$ cat src/rtl/fpu_sequencer_if.sv
// rtl/fpu_sequencer_if.sv - issue, FPU and writeback signal bundle for fpu_sequencer
interface fpu_sequencer_if;
    logic        issue_valid;
    logic        issue_ready;
    logic [31:0] instr;
    logic [31:0] frs1;
    logic [31:0] frs2;
    logic [31:0] frs3;
    logic [31:0] xrs1;
    logic        fpu_enable;
    logic [31:0] fpu_instr;
    logic [31:0] fpu_rs1;
    logic [31:0] fpu_rs2;
    logic [31:0] fpu_rs3;
    logic        fpu_busy;
    logic [31:0] fpu_result;
    logic        wb_valid;
    logic        wb_ready;
    logic        wb_to_fpr;
    logic [4:0]  wb_rd;
    logic [31:0] wb_data;
    logic        illegal;
    logic        timeout;

    // master is the sequencer; slave is the pipeline/FPU/register-file side
    modport master (
        input  issue_valid, instr, frs1, frs2, frs3, xrs1, fpu_busy, fpu_result, wb_ready,
        output issue_ready, fpu_enable, fpu_instr, fpu_rs1, fpu_rs2, fpu_rs3,
               wb_valid, wb_to_fpr, wb_rd, wb_data, illegal, timeout
    );

    modport slave (
        output issue_valid, instr, frs1, frs2, frs3, xrs1, fpu_busy, fpu_result, wb_ready,
        input  issue_ready, fpu_enable, fpu_instr, fpu_rs1, fpu_rs2, fpu_rs3,
               wb_valid, wb_to_fpr, wb_rd, wb_data, illegal, timeout
    );
endinterface

$ cat src/rtl/fpu_sequencer.sv
// rtl/fpu_sequencer.sv - single-issue RV32F sequencer: issue, FPU wait with timeout, writeback
module fpu_sequencer #(
    parameter int unsigned TIMEOUT = 64
) (
    input logic            clk,
    input logic            reset,
    fpu_sequencer_if.master bus
);
    localparam logic [7:0] LAST_BUSY = 8'(TIMEOUT - 1);
    localparam logic [6:0] OP_FP     = 7'b1010011;

    typedef enum logic [1:0] {IDLE, ISSUE, WAIT, WB} state_t;

    state_t      state, state_next;
    logic [31:0] instr_q, rs1_q, rs2_q, rs3_q, wb_data_q;
    logic [7:0]  wait_cnt;
    logic        illegal_q, timeout_q;
    logic        accept, legal, use_xrs1, executing, expire, int_dest;
    logic [4:0]  funct5_in, funct5_q;

    assign funct5_in = bus.instr[31:27];
    assign funct5_q  = instr_q[31:27];

    always_comb begin
        accept    = (state == IDLE) && bus.issue_valid;
        legal     = 1'b0;
        case (bus.instr[6:0])
            7'b1010011, 7'b1000011, 7'b1000111, 7'b1001011, 7'b1001111: legal = 1'b1;
            default: legal = 1'b0;
        endcase
        // FMV.W.X and FCVT.S.W/WU take their source from the integer file
        use_xrs1  = (bus.instr[6:0] == OP_FP) && ((funct5_in == 5'b11110) || (funct5_in == 5'b11010));
        int_dest  = (instr_q[6:0] == OP_FP) &&
                    ((funct5_q == 5'b11100) || (funct5_q == 5'b10100) || (funct5_q == 5'b11000));
        executing = (state == ISSUE) || (state == WAIT);
        expire    = bus.fpu_busy && (wait_cnt == LAST_BUSY);
    end

    always_comb begin
        state_next = state;
        case (state)
            IDLE: begin
                if (accept && legal) state_next = ISSUE;
            end
            ISSUE, WAIT: begin
                if (!bus.fpu_busy || expire) state_next = WB;
                else                         state_next = WAIT;
            end
            WB: begin
                if (bus.wb_ready) state_next = IDLE;
            end
            default: state_next = IDLE;
        endcase
    end

    always_ff @(posedge clk) begin
        if (reset) begin
            state     <= IDLE;
            instr_q   <= '0;
            rs1_q     <= '0;
            rs2_q     <= '0;
            rs3_q     <= '0;
            wb_data_q <= '0;
            wait_cnt  <= '0;
            illegal_q <= 1'b0;
            timeout_q <= 1'b0;
        end else begin
            state     <= state_next;
            illegal_q <= accept && !legal;
            timeout_q <= executing && expire;
            if (accept) begin
                instr_q  <= bus.instr;
                rs1_q    <= use_xrs1 ? bus.xrs1 : bus.frs1;
                rs2_q    <= bus.frs2;
                rs3_q    <= bus.frs3;
                wait_cnt <= '0;
            end
            if (executing) begin
                if (!bus.fpu_busy)  wb_data_q <= bus.fpu_result;
                else if (expire)    wb_data_q <= '0;
                else                wait_cnt  <= wait_cnt + 8'd1;
            end
        end
    end

    assign bus.issue_ready = (state == IDLE);
    assign bus.fpu_enable  = executing;
    assign bus.fpu_instr   = instr_q;
    assign bus.fpu_rs1     = rs1_q;
    assign bus.fpu_rs2     = rs2_q;
    assign bus.fpu_rs3     = rs3_q;
    assign bus.wb_valid    = (state == WB);
    assign bus.wb_to_fpr   = (state == WB) && !int_dest;
    assign bus.wb_rd       = (state == WB) ? instr_q[11:7] : 5'd0;
    assign bus.wb_data     = wb_data_q;
    assign bus.illegal     = illegal_q;
    assign bus.timeout     = timeout_q;
endmodule

$ cat src/flat_wrapper.sv
// flat-port wrapper written by rule: the top's interface ports become plain ports
module fpu_sequencer_flat 
#(
    parameter int unsigned TIMEOUT = 64
)
  (clk, reset, bus_issue_valid, bus_instr, bus_frs1, bus_frs2, bus_frs3, bus_xrs1, bus_fpu_busy, bus_fpu_result, bus_wb_ready, bus_issue_ready, bus_fpu_enable, bus_fpu_instr, bus_fpu_rs1, bus_fpu_rs2, bus_fpu_rs3, bus_wb_valid, bus_wb_to_fpr, bus_wb_rd, bus_wb_data, bus_illegal, bus_timeout);
  fpu_sequencer_if bus_i ();
  input logic clk;
  input logic reset;
  input wire logic [$bits(bus_i.issue_valid)-1:0] bus_issue_valid;
  input wire logic [$bits(bus_i.instr)-1:0] bus_instr;
  input wire logic [$bits(bus_i.frs1)-1:0] bus_frs1;
  input wire logic [$bits(bus_i.frs2)-1:0] bus_frs2;
  input wire logic [$bits(bus_i.frs3)-1:0] bus_frs3;
  input wire logic [$bits(bus_i.xrs1)-1:0] bus_xrs1;
  input wire logic [$bits(bus_i.fpu_busy)-1:0] bus_fpu_busy;
  input wire logic [$bits(bus_i.fpu_result)-1:0] bus_fpu_result;
  input wire logic [$bits(bus_i.wb_ready)-1:0] bus_wb_ready;
  output wire logic [$bits(bus_i.issue_ready)-1:0] bus_issue_ready;
  output wire logic [$bits(bus_i.fpu_enable)-1:0] bus_fpu_enable;
  output wire logic [$bits(bus_i.fpu_instr)-1:0] bus_fpu_instr;
  output wire logic [$bits(bus_i.fpu_rs1)-1:0] bus_fpu_rs1;
  output wire logic [$bits(bus_i.fpu_rs2)-1:0] bus_fpu_rs2;
  output wire logic [$bits(bus_i.fpu_rs3)-1:0] bus_fpu_rs3;
  output wire logic [$bits(bus_i.wb_valid)-1:0] bus_wb_valid;
  output wire logic [$bits(bus_i.wb_to_fpr)-1:0] bus_wb_to_fpr;
  output wire logic [$bits(bus_i.wb_rd)-1:0] bus_wb_rd;
  output wire logic [$bits(bus_i.wb_data)-1:0] bus_wb_data;
  output wire logic [$bits(bus_i.illegal)-1:0] bus_illegal;
  output wire logic [$bits(bus_i.timeout)-1:0] bus_timeout;
  assign bus_i.issue_valid = bus_issue_valid;
  assign bus_i.instr = bus_instr;
  assign bus_i.frs1 = bus_frs1;
  assign bus_i.frs2 = bus_frs2;
  assign bus_i.frs3 = bus_frs3;
  assign bus_i.xrs1 = bus_xrs1;
  assign bus_i.fpu_busy = bus_fpu_busy;
  assign bus_i.fpu_result = bus_fpu_result;
  assign bus_i.wb_ready = bus_wb_ready;
  assign bus_issue_ready = bus_i.issue_ready;
  assign bus_fpu_enable = bus_i.fpu_enable;
  assign bus_fpu_instr = bus_i.fpu_instr;
  assign bus_fpu_rs1 = bus_i.fpu_rs1;
  assign bus_fpu_rs2 = bus_i.fpu_rs2;
  assign bus_fpu_rs3 = bus_i.fpu_rs3;
  assign bus_wb_valid = bus_i.wb_valid;
  assign bus_wb_to_fpr = bus_i.wb_to_fpr;
  assign bus_wb_rd = bus_i.wb_rd;
  assign bus_wb_data = bus_i.wb_data;
  assign bus_illegal = bus_i.illegal;
  assign bus_timeout = bus_i.timeout;
  fpu_sequencer #(.TIMEOUT(TIMEOUT)) u_core (.clk(clk), .reset(reset), .bus(bus_i));
endmodule
$ cat config.mk
export PLATFORM = sky130hd
export DESIGN_NAME = fpu_sequencer_flat
export DESIGN_NICKNAME = d
export VERILOG_FILES = /design/src/rtl/fpu_sequencer_if.sv /design/src/rtl/fpu_sequencer.sv /design/src/flat_wrapper.sv
export SDC_FILE = /design/constraint.sdc
export NUM_CORES = 1
export LEC_CHECK = 0
export ABC_AREA = 1
export BUFFER_PORTS_ARGS = -buffer_cell sky130_fd_sc_hd__buf_2
export CORE_MARGIN = 2
export CORE_UTILIZATION = 31
export CTS_CLUSTER_DIAMETER = 120
export CTS_CLUSTER_SIZE = 24
export DETAILED_ROUTE_END_ITERATION = 12
export PLACE_DENSITY = 0.64
export SKIP_CTS_REPAIR_TIMING = 1
export SLEW_MARGIN = 10
export SYNTH_ARGS = -nofsm -noshare
export SYNTH_HDL_FRONTEND = slang
export SYNTH_SLANG_ARGS = --single-unit
$ cat constraint.sdc
create_clock -name clk -period 2 [get_ports clk]
set_clock_uncertainty 0.2 [all_clocks]
set_input_delay 0.4 -clock clk [delete_from_list [all_inputs] [get_ports clk]]
set_output_delay 0.4 -clock clk [all_outputs]
set_load 0.02 [all_outputs]
==> summary.md, run 1 <==
| Metric | Value |
|---|---|
| Setup TNS | `-0.1732 ns` |
| Critical path fanouts, max | `2` |
| Port bufs | `367` |
| Failing checks | `setup timing` |
| Placer Congestion | `0.8190` |
| Hold Violations, Final | `0` |
| Clock transition at the registers of the reported paths | `0.07 ns` |
| TritonCTS buffer count | `17` |
| Crit path cell chain | `inv_2 -> nor4_4 -> buf_4 -> nand2_2 -> o21ai_1 -> inv_1 -> buf_6` |
| Vias per Instance | `4.541` |
| Critical path type | `flop to output pin` |
| Yosys top cell by area | `dfxtp_1` |
| Root Driver | `clkbuf_16` |
| RSZ-0062 raised after global routing | `yes` |
| Area of the multi-input gates | `2987 sq um` |
| Largest net degree at the start of global routing | `71` |
| Core ar. | `21820 sq um` |
| First-pass GRT wire length | `34.87 mm` |
| Worst-Skew Late Latency | `0.41 ns` |
| Worst EP arrival | `1.57 ns` |
| Initial core utilization | `0.3164` |
| Antenna cells | `0` |
| Crit path max-delay cell type | `dfxtp_2` |
| Syn. warnings | `0` |
| Placed wire-length estimate | `15.90 mm` |
| Register area share after synthesis | `0.4987` |
| Flop-to-flop setup slack | `0.26 ns` |
| Synth top cells by count | `nor2_1, dfxtp_1, nand2_1` |
| Die extent in y | `153.2 microns` |
| Tightest Pin Transition | `0.3690 ns` |
| Startpoint class of the critical path | `flop` |
| Share of the synthesized area in the top cell type | `0.4987` |
| Clk buf depth | `2` |
| Worst Setup Slack, final | `-0.1732 ns` |
| Final net count | `1493` |
| Fill cells | `2258` |
| Worst hold slack | `0.03127 ns` |
| Peak supply drop | `562.0 uV` |
| Initial antenna violation count | `0` |
| Top FF cell, synth | `dfxtp_1` |
| Die X | `153.2 microns` |
| Max-cap violations | `0` |
| EDFF count, synth | `0` |
| GRT Util Overall | `0.1809` |
| Top cells by area, synth | `dfxtp_1, nor2_1, nand3_1, o21ai_0, nand2_1` |
| Max incr delay on CP | `0.33 ns` |
| Layout cells sized above 1 | `0.3415` |
| ANT nets after route | `0` |
| Count of cell types in the netlist | `27` |
| Die ar. | `23480 sq um` |
| Worst rel slew slack | `0.7514` |
| DR DRC count | `0` |
| Routed wire per std cell | `13.83 microns` |
| Tmin final | `2.173 ns` |
| Flops & latches, synth | `172` |
| Worst path required time | `1.40 ns` |
| Pre-antenna DRT Iters | `4` |
| Synthesized area | `6904 sq um` |
| Ys async rst share | `0` |
| H-tree Lvls | `4` |
| Slew Limit Fails | `0` |
| Leakage power | `4.966 nW` |
| CTS tree | `built` |
| CTS sink cnt | `172` |
| Setup Viol. Count Final | `1` |
| Synth Instances | `952` |
| Synth Net Count | `1152` |
| Area growth syn-to-layout | `41.54%` |
| # placed instances | `1554` |
| Avg Cell Area, Syn | `7.252 sq um` |
| Max Clk Rate | `460.1 MHz` |
| DRT iter0 DRCs | `537` |
| Top-count cell post-synth | `nor2_1` |
| Num rows | `54` |
| Remaining Overflow, GRT | `0` |
| Via count | `7202` |
| Vias in the first global route | `6769` |
| Crit. End Element | `output pin` |
| Final period util | `1.087` |
| Path type of the worst min-delay path | `primary input to flop` |
| Status | `finished with violations` |
| Routed WL | `21.94 mm` |
| Register Area | `3448 sq um` |
| P per Cell Area | `1394 nW/um^2` |
| IO Pins | `368` |
| Final cell count without fillers | `1586` |
final timing paths:
check	cells after the start	start	end
worst max-delay path	7	u_core.bus.fpu_instr[6]	bus_wb_to_fpr
worst min-delay path	3	bus_frs3[5]	u_core.bus.fpu_rs3[5]
worst max register to register	7	u_core.state[0]	u_core.bus.fpu_instr[9]
worst min register to register	2	u_core.bus.wb_data[5]	u_core.bus.wb_data[5]
layout by cell type (no fill, tap or decap), types with 5 or more instances in the layout:
cell       netlist  layout
nor3_1           6       6
nand2_1        124     122
o21ai_0        101     100
nand3_1        104     104
inv_2            4       5
dfxtp_1        172     168
clkbuf_16        0      17
buf_4            5      10
buf_2           31     365
a21oi_1         41      41
buf_12           0      11
nor2_1         264     264
inv_1           48      46
state kept, by name, summed over array words and instances (netlist names):
name,flops
u_core.bus.fpu_instr,32
u_core.bus.fpu_rs1,32
u_core.bus.fpu_rs2,32
u_core.bus.fpu_rs3,32
u_core.bus.illegal,1
u_core.bus.timeout,1
u_core.bus.wb_data,32
u_core.state,2
u_core.wait_cnt,8
through the flow:
step / power [mW] / setup slack, ns / instance area [sq um] / util
after floorplan: 8.106 / 0.2763 / 6904 / -
after global placement: 9.908 / 0.1004 / 9060 / 0.4151
after detailed placement: 9.986 / 0.06694 / 9060 / 0.4151
after CTS: 13.70 / -0.3952 / 9716 / 0.4452
after global routing: 14.59 / -0.2735 / 9772 / 0.4478
final: 13.62 / -0.1732 / 9772 / 0.4478
critical path, delay by kind of cell (launching register included):
kind	cells	cell delay, ns
simple gates	2	0.30
compound gates	1	0.13
buf+inv	4	0.40
flops	1	0.33
cells by family (layout without fill, tap and decap cells):
logic type | after synthesis | count (layout) | synth area share
simple gates | 514 | 514 | 0.3133
flops | 172 | 172 | 0.4987
compound gates | 146 | 146 | 0.1073
buf+inv | 117 | 471 | 0.07521
fa+ha+maj | 3 | 3 | 0.005437
area by class of cell:
| class | instances | share of cell area |
|---|---|---|
| clock inverter | 13 | 0.02074 |
| timing repair buffer | 387 | 0.2183 |
| tap | 280 | 0.03585 |
| sequential | 172 | 0.3529 |
| clock buffer | 19 | 0.04635 |
| inverter | 52 | 0.02023 |
| multi-input combinational | 663 | 0.3056 |
power breakdown:
part	total [mW]	internal, mW	leakage, nW	switching (mW)
Sequential	4.77	4.31	1.42	0.463
Clock	3.66	2.20	0.319	1.46
Combinational	5.19	1.81	3.23	3.38
per-layer routing:
layer | share of wire | wire length (microns) | global-route usage
met5 | 0 | 0 | 0
met4 | 0.019 | 427 | 0.05423
met3 | 0.078 | 1705 | 0.06011
met2 | 0.48 | 10440 | 0.3046
met1 | 0.43 | 9365 | 0.2193
Note: power is estimated with default switching activity, not from simulation.
==> inputs of run 2 (changes only) <==
--- a/config.mk
+++ b/config.mk
@@ -12,6 +12,7 @@
 export CTS_CLUSTER_DIAMETER = 120
 export CTS_CLUSTER_SIZE = 24
 export DETAILED_ROUTE_END_ITERATION = 12
+export MAX_ROUTING_LAYER = met4
 export PLACE_DENSITY = 0.64
 export SKIP_CTS_REPAIR_TIMING = 1
 export SLEW_MARGIN = 10
==> constraint.sdc (replaced) <==
create_clock -name clk -period 2.5 [get_ports clk]
set_clock_uncertainty 0.2 [all_clocks]
set_input_delay 0.5 -clock clk [delete_from_list [all_inputs] [get_ports clk]]
set_output_delay 0.5 -clock clk [all_outputs]
set_load 0.02 [all_outputs]
==> run 2 against run 1 <==
The flow now finishes without violations. Worst setup slack better by 0.34 ns. Count of clock-buffer cells in the layout down 2. Clock power is 27% lower. Combinational power decreased by 24%. Wire length fell by 1.2%. Critical endpoint unchanged.
==> summary.md, run 2 (same netlist as run 1, synthesis figures left out) <==
| Metric | Value |
|---|---|
| Worst rel slew slack | `0.6382 (was 0.7514)` |
| Worst path required time | `1.80 ns (was 1.40 ns)` |
| Via count | `7272 (was 7202)` |
| Crit path max-delay family | `buffers and inverters (unchanged)` |
| Area growth syn-to-layout | `38.13% (was 41.54%)` |
| RSZ-0062 raised after global routing | `no (was yes)` |
| TritonCTS buffer count | `17 (unchanged)` |
| Placed inst area | `8927 sq um (was 9060 sq um)` |
| Routed WL | `21.68 mm (was 21.94 mm)` |
| Final period util | `0.9317` |
| IO Pins | `368 (unchanged)` |
| Worst Path Buf+Inv | `3 (was 4)` |
| Crit path cell chain | `nor4_2 -> buf_4 -> nand2_1 -> o21ai_0 -> inv_1 -> buf_2 (was inv_2 -> nor4_4 -> buf_4 -> nand2_2 -> o21ai_1 -> inv_1 -> buf_6)` |
| Remaining Overflow, GRT | `0 (unchanged)` |
| Clock transition at the registers of the reported paths | `0.08 ns (was 0.07 ns)` |
| ANT nets after route | `0 (unchanged)` |
| Start point of the critical path | `u_core.bus.fpu_instr[5] (was u_core.bus.fpu_instr[6])` |
| Flop-to-flop setup slack | `0.50 ns (was 0.26 ns)` |
| Area of the multi-input gates | `2950 sq um (was 2987 sq um)` |
| Clk buf depth | `2 (unchanged)` |
| H-tree Lvls | `4 (unchanged)` |
| Max incr delay on CP | `0.34 ns (was 0.33 ns)` |
| Placed wire-length estimate | `15.84 mm (was 15.90 mm)` |
| Worst Setup Slack, final | `0.1707 ns (was -0.1732 ns)` |
| Root Driver | `clkbuf_16 (unchanged)` |
| P per Cell Area | `1096 nW/um^2 (was 1394 nW/um^2)` |
| Core ar. | `21820 sq um (unchanged)` |
| RR Endpoint | `u_core.bus.wb_data[9] (was u_core.bus.fpu_instr[9])` |
| Pre-antenna DRT Iters | `4 (unchanged)` |
| Crit. End Element | `output pin (unchanged)` |
| GRT Util Overall | `0.1821 (was 0.1809)` |
| Design Power | `10.45 mW (was 13.62 mW)` |
| Peak supply drop | `524.3 uV (was 562.0 uV)` |
| Status | `finished clean (was finished with violations)` |
| Placer Congestion | `0.8085 (was 0.8190)` |
| Leakage power | `4.880 nW (was 4.966 nW)` |
| Design area | `9537 sq um (was 9772 sq um)` |
| Tightest Pin Transition | `0.5419 ns (was 0.3690 ns)` |
| Layout cells sized above 1 | `0.3323 (was 0.3415)` |
| Setup Viol. Count Final | `0 (was 1)` |
| Most common cell after layout, fill and taps aside | `buf_2 (unchanged)` |
| Setup TNS | `0 ns (was -0.1732 ns)` |
| DRT iter0 DRCs | `474 (was 537)` |
| Critical path fanouts, max | `3 (was 2)` |
| Die X | `153.2 microns (unchanged)` |
| Fill cells | `2310 (was 2258)` |
| Path type of the worst min-delay path | `primary input to flop (unchanged)` |
| Most frequent cells in the layout | `buf_2, nor2_1, dfxtp_1 (unchanged)` |
| CTS sink cnt | `172 (unchanged)` |
| Tmin final | `2.329 ns` |
| Worst EP arrival | `1.63 ns (was 1.57 ns)` |
| Num rows | `54 (unchanged)` |
| DR DRC count | `0 (unchanged)` |
| Register Area | `3443 sq um (was 3448 sq um)` |
| Final net count | `1487 (was 1493)` |
| Worst setup path end | `bus_wb_to_fpr (unchanged)` |
| Max Clk Rate | `429.3 MHz` |
| Max-cap violations | `0 (unchanged)` |
| Initial core utilization | `0.3164 (unchanged)` |
| Place WS | `0.4780 ns (was 0.06694 ns)` |
| Worst-Skew Late Latency | `0.42 ns (was 0.41 ns)` |
| Routed wire per std cell | `13.71 microns (was 13.83 microns)` |
| R2R Path Start | `u_core.wait_cnt[0] (was u_core.state[0])` |
| Stages on the worst setup path | `6 (was 7)` |
| Initial antenna violation count | `1 (was 0)` |
| Startpoint class of the critical path | `flop (unchanged)` |
| First-pass GRT wire length | `33.90 mm (was 34.87 mm)` |
| Hold Violations, Final | `0 (unchanged)` |
| Slew Limit Fails | `0 (unchanged)` |
| Die ar. | `23480 sq um (unchanged)` |
| Critical path type | `flop to output pin (unchanged)` |
| Largest net degree at the start of global routing | `101 (was 71)` |
| Worst Reg2Reg Path Length in Cells | `7 (unchanged)` |
| Crit path max-delay cell type | `dfxtp_1 (was dfxtp_2)` |
| Die extent in y | `153.2 microns (unchanged)` |
| Port bufs | `367 (unchanged)` |
| CTS tree | `built (unchanged)` |
| Vias per Instance | `4.600 (was 4.541)` |
| Vias in the first global route | `6576 (was 6769)` |
## run 2: routing by layer
layer | GRT usage | share of wire | vias to the layer above
met5 | - | 0 | -
met4 | 0.05159 | 0.019 | 0
met3 | 0.04480 | 0.066 | 30
met2 | 0.2993 | 0.49 | 263
met1 | 0.2224 | 0.43 | 3268
li1 | - | - | 3711
## run 2: report_power, final
part           internal (mW)  total [mW]  switching (mW)  leakage (nW)
clock network           1.44        2.68            1.25         0.294
registers               3.44        3.80           0.361          1.42
logic                   1.30        3.97            2.67          3.17
total                   6.17        10.5            4.28          4.88
## run 2: layout make-up
type                            count  share of cell area
Timing Repair Buffer              381              0.2089
Clock inverter                     15             0.01837
Tap cell                          280             0.03674
Inverter                           52             0.02073
Antenna cell                        1           0.0002624
Sequential cell                   172              0.3611
Multi-Input combinational cell    663              0.3094
Clock buffer                       17             0.04461
## run 2: how the worst min path moves through the flow
stage	start	end	slack (ns)	cells after the start
floorplan	u_core.wait_cnt[4]	u_core.wait_cnt[4]	0.25	2
global placement	u_core.bus.fpu_instr[6]	u_core.bus.fpu_instr[6]	0.26	2
detailed placement	u_core.bus.fpu_instr[6]	u_core.bus.fpu_instr[6]	0.26	2
CTS	bus_frs3[6]	u_core.bus.fpu_rs3[6]	0.1	3
global route	bus_frs3[14]	u_core.bus.fpu_rs3[14]	0.11	3
finish	bus_frs3[13]	u_core.bus.fpu_rs3[13]	0.12	3
## run 2: through the flow
stage	hold slack, ns	instances	utilization
detailed placement	0.2639	1548	0.4091
global placement	0.2558	1548	0.4091
finish	0.1151	1581	0.4370
CTS	0.09844	1580	0.4366
floorplan	0.2515	952	-
global route	0.1064	1581	0.4370
## run 2: worst reg2reg max path, stage by stage, from the launching register on
cell	delay, ns
dfxtp_1	0.36
ha_1	0.19
nand2_2	0.09
nor2_4	0.18
nand3_2	0.36
buf_4	0.34
nand3_1	0.08
a21oi_1	0.07
==> inputs of run 3 (changes only) <==
--- a/config.mk
+++ b/config.mk
@@ -5,16 +5,14 @@
 export SDC_FILE = /design/constraint.sdc
 export NUM_CORES = 1
 export LEC_CHECK = 0
-export ABC_AREA = 1
 export BUFFER_PORTS_ARGS = -buffer_cell sky130_fd_sc_hd__buf_2
-export CORE_MARGIN = 2
-export CORE_UTILIZATION = 31
+export CORE_AREA = 2 2 143 145
 export CTS_CLUSTER_DIAMETER = 120
 export CTS_CLUSTER_SIZE = 24
 export DETAILED_ROUTE_END_ITERATION = 12
+export DIE_AREA = 0 0 145 147
 export MAX_ROUTING_LAYER = met4
-export PLACE_DENSITY = 0.64
-export SKIP_CTS_REPAIR_TIMING = 1
+export PLACE_DENSITY = 0.68
 export SLEW_MARGIN = 10
 export SYNTH_ARGS = -nofsm -noshare
 export SYNTH_HDL_FRONTEND = slang
==> run 3 against run 2 <==
Die area fell by 9.2%. Clock power fell by 1%. Maximum frequency fell by 4.1%. Worst setup slack got worse by 0.098 ns.
==> summary.md, run 3 <==
| Metric | Value |
|---|---|
| Status | `finished clean (unchanged)` |
| Gate power share | `0.306 (was 0.380)` |
| Max incr delay on CP | `0.34 ns (about the same)` |
| Largest net degree at the start of global routing | `67 (was 101)` |
| Critical path fanouts, max | `3 (unchanged)` |
| Hold Violations, Final | `0 (unchanged)` |
| Synth Net Count | `924 (was 1152)` |
| Hold-fix buffers, CTS | `0` |
| Sw frac | `0.3571 (was 0.4093)` |
| Worst rel slew slack | `0.6548 (was 0.6382)` |
| First-pass GRT wire length | `30.92 mm (was 33.90 mm)` |
| Die X | `145 microns (was 153.2 microns)` |
| Max Clk Rate | `411.9 MHz (was 429.3 MHz)` |
| Placed wire-length estimate | `14.29 mm (was 15.84 mm)` |
| Synth top cells by count | `nand2_1, dfxtp_1, a21oi_1 (was nor2_1, dfxtp_1, nand2_1)` |
| Crit path cell chain | `nor4bb_4 -> o2111ai_2 -> o41a_1 -> buf_4 (was nor4_2 -> buf_4 -> nand2_1 -> o21ai_0 -> inv_1 -> buf_2)` |
| Area growth syn-to-layout | `42.18% (was 38.13%)` |
| P_int | `5.590 mW (was 6.174 mW)` |
| Max-cap violations | `0 (unchanged)` |
| Placer Congestion | `0.8523 (was 0.8085)` |
| Top FF cell, synth | `dfxtp_1 (unchanged)` |
| Design Power | `8.695 mW (was 10.45 mW)` |
| Routed WL | `19.73 mm (was 21.68 mm)` |
| Syn. warnings | `0 (unchanged)` |
| Die extent in y | `147 microns (was 153.2 microns)` |
| Final net count | `1271 (was 1487)` |
| Path type of the worst min-delay path | `primary input to flop (unchanged)` |
| Pre-antenna DRT Iters | `4 (unchanged)` |
| Tmin final | `2.428 ns (was 2.329 ns)` |
| Power share of the clock group | `0.303 (was 0.257)` |
| Top cells by area, synth | `dfxtp_1, nand2_1, a21oi_1, a211oi_2, mux2i_1 (was dfxtp_1, nor2_1, nand3_1, o21ai_0, nand2_1)` |
| Core ar. | `19840 sq um (was 21820 sq um)` |
| Vias per Instance | `4.689 (was 4.600)` |
| Routed wire per std cell | `14.56 microns (was 13.71 microns)` |
| Worst-Skew Late Latency | `0.41 ns (was 0.42 ns)` |
| Most frequent cells in the layout | `buf_2, nand2_1, dfxtp_1 (was buf_2, nor2_1, dfxtp_1)` |
| P_sw | `3.105 mW (was 4.277 mW)` |
| Clk buf depth | `2 (unchanged)` |
| Slew Limit Fails | `0 (unchanged)` |
| Worst EP arrival | `1.73 ns (was 1.63 ns)` |
| Via count | `6354 (was 7272)` |
| Worst Path Buf+Inv | `1 (was 3)` |
| Peak supply drop | `567.6 uV (was 524.3 uV)` |
| Initial antenna violation count | `2 (was 1)` |
| Leakage power | `4.318 nW (was 4.880 nW)` |
| EDFF count, synth | `0 (unchanged)` |
| Port bufs | `367 (unchanged)` |
| Avg Cell Area, Syn | `9.033 sq um (was 7.252 sq um)` |
| TritonCTS buffer count | `17 (unchanged)` |
| GRT Util Overall | `0.1847 (was 0.1821)` |
| CTS sink cnt | `172 (unchanged)` |
| Crit path max-delay family | `compound AO/OA/AOI/OAI gates (was buffers and inverters)` |
| Worst hold slack | `0.08710 ns (was 0.1151 ns)` |
| Count of cell types in the netlist | `43 (was 27)` |
| Worst path required time | `1.80 ns (about the same)` |
| Startpoint class of the critical path | `flop (unchanged)` |
| Synth Instances | `724 (was 952)` |
| P per Cell Area | `935.0 nW/um^2 (was 1096 nW/um^2)` |
| Tightest Pin Transition | `0.5173 ns (was 0.5419 ns)` |
| Layout cells sized above 1 | `0.4211 (was 0.3323)` |
| CTS tree | `built (unchanged)` |
| Share of the synthesized area in the top cell type | `0.5265 (was 0.4987)` |
| Setup Viol. Count Final | `0 (unchanged)` |
| DR DRC count | `0 (unchanged)` |
| Die ar. | `21320 sq um (was 23480 sq um)` |
| Yosys top cell by area | `dfxtp_1 (unchanged)` |
| H-tree Lvls | `4 (unchanged)` |
| Final period util | `0.9711 (was 0.9317)` |
| Initial core utilization | `0.3296 (was 0.3164)` |
| Remaining Overflow, GRT | `0 (unchanged)` |
| Crit. End Element | `output pin (unchanged)` |
| Ys async rst share | `0 (unchanged)` |
| Crit path max-delay cell type | `dfxtp_2 (was dfxtp_1)` |
| DRT iter0 DRCs | `330 (was 474)` |
| Root Driver | `clkbuf_16 (unchanged)` |
| Num rows | `52 (was 54)` |
| Vias in the first global route | `6098 (was 6576)` |
| Register area share after synthesis | `0.5265 (was 0.4987)` |
| ANT nets after route | `0 (unchanged)` |
| Flops & latches, synth | `172 (unchanged)` |
| Sequential power share | `0.391 (was 0.364)` |
| Top-count cell post-synth | `nand2_1 (was nor2_1)` |
| Clock transition at the registers of the reported paths | `0.07 ns (was 0.08 ns)` |
| Synthesized area | `6540 sq um (was 6904 sq um)` |
| IO Pins | `368 (unchanged)` |
| Most common cell after layout, fill and taps aside | `buf_2 (unchanged)` |
| Critical path type | `flop to output pin (unchanged)` |
run 3: cell count changes after synthesis, sizes merged, moves of 46 or more:
| cell | previous run | this run |
|---|---|---|
| a21oi | 41 | 99 |
| inv | 52 | 6 |
| nand2 | 128 | 201 |
| nand3 | 106 | 1 |
| nor2 | 268 | 38 |
| o21ai | 101 | 5 |
run 3: final cells by class:
class | instances | area [sq um]
inverter | 6 | 22.52
tap | 270 | 337.8
clock buffer | 17 | 425.4
clock inverter | 14 | 158.9
antenna | 2 | 5.005
timing repair buffer | 383 | 2024
fill | 1891 | 10550
sequential | 172 | 3446
multi-input combinational | 491 | 2879
run 3: stage by stage:
step | area, sq um | setup WS [ns] | utilization | TNS [ns] | std cells
after floorplan | 6540 | 0.4804 | - | 0 | 724
after CTS | 9274 | 0.009473 | 0.4673 | 0 | 1353
after global placement | 8683 | 0.3567 | 0.4376 | 0 | 1322
after global routing | 9299 | -0.01826 | 0.4686 | -0.01826 | 1355
final | 9299 | 0.07220 | 0.4686 | 0 | 1355
after detailed placement | 8683 | 0.2982 | 0.4376 | 0 | 1322
run 3: what timing repair did:
item | 4_1_cts | 5_1_grt
gates cloned | 0 | 0
gates resized for setup | 1 | 5
pin swaps | 0 | 3
setup endpoints to repair | 1 | 1
buffers inserted | 0 | 0
run 3: per-layer routing:
| metal | part of all wire | GRT usage | wire [microns] |
|---|---|---|---|
| met2 | 0.49 | 0.3105 | 9607 |
| met4 | 0.031 | 0.07426 | 620 |
| met1 | 0.42 | 0.2085 | 8219 |
| met5 | 0 | - | 0 |
| met3 | 0.065 | 0.05186 | 1278 |
run 3: cells by family (layout without fill, tap and decap cells):
| logic type | Yosys count | after routing | synth area share |
|---|---|---|---|
| other | 0 | 2 | 0 |
| xor gates and xnor gates | 1 | 1 | 0.001339 |
| adders and majority gates | 3 | 3 | 0.005740 |
| muxes | 34 | 34 | 0.05204 |
| buffers and inverters | 61 | 420 | 0.03941 |
| AOI/OAI and AO/OA | 184 | 184 | 0.2020 |
| and+or+nand+nor | 269 | 269 | 0.1729 |
| DFF | 172 | 172 | 0.5265 |
run 3: power groups by stage:
stage          registers, mW  logic, mW  clock network (mW)
2_1_floorplan           3.95       1.18                   0
3_3_place_gp            3.44       2.65                   0
3_5_place_dp            3.45       2.69                   0
4_1_cts                 3.39       2.69                2.73
5_1_grt                 3.45       2.89                2.86
6_report                3.40       2.66                2.64
run 3: worst reg2reg max path, cell delays in order (launching register included):
cell and delay [ns]:
dfxtp_1 0.39, ha_1 0.25, nand4_1 0.19, o21ai_0 0.28, a21oi_2 0.08, buf_4 0.25
a22o_1 0.28
run 3: final timing paths:
check / start / end / slack, ns / depth (start not counted)
worst min register to register: u_core.bus.fpu_rs2[21] / u_core.bus.fpu_rs2[21] / 0.25 / 2
worst min-delay path: bus_fpu_result[10] / u_core.bus.wb_data[10] / 0.09 / 2
worst max-delay path: u_core.bus.fpu_instr[4] / bus_wb_to_fpr / 0.07 / 4
worst max register to register: u_core.wait_cnt[0] / u_core.bus.wb_data[26] / 0.49 / 6
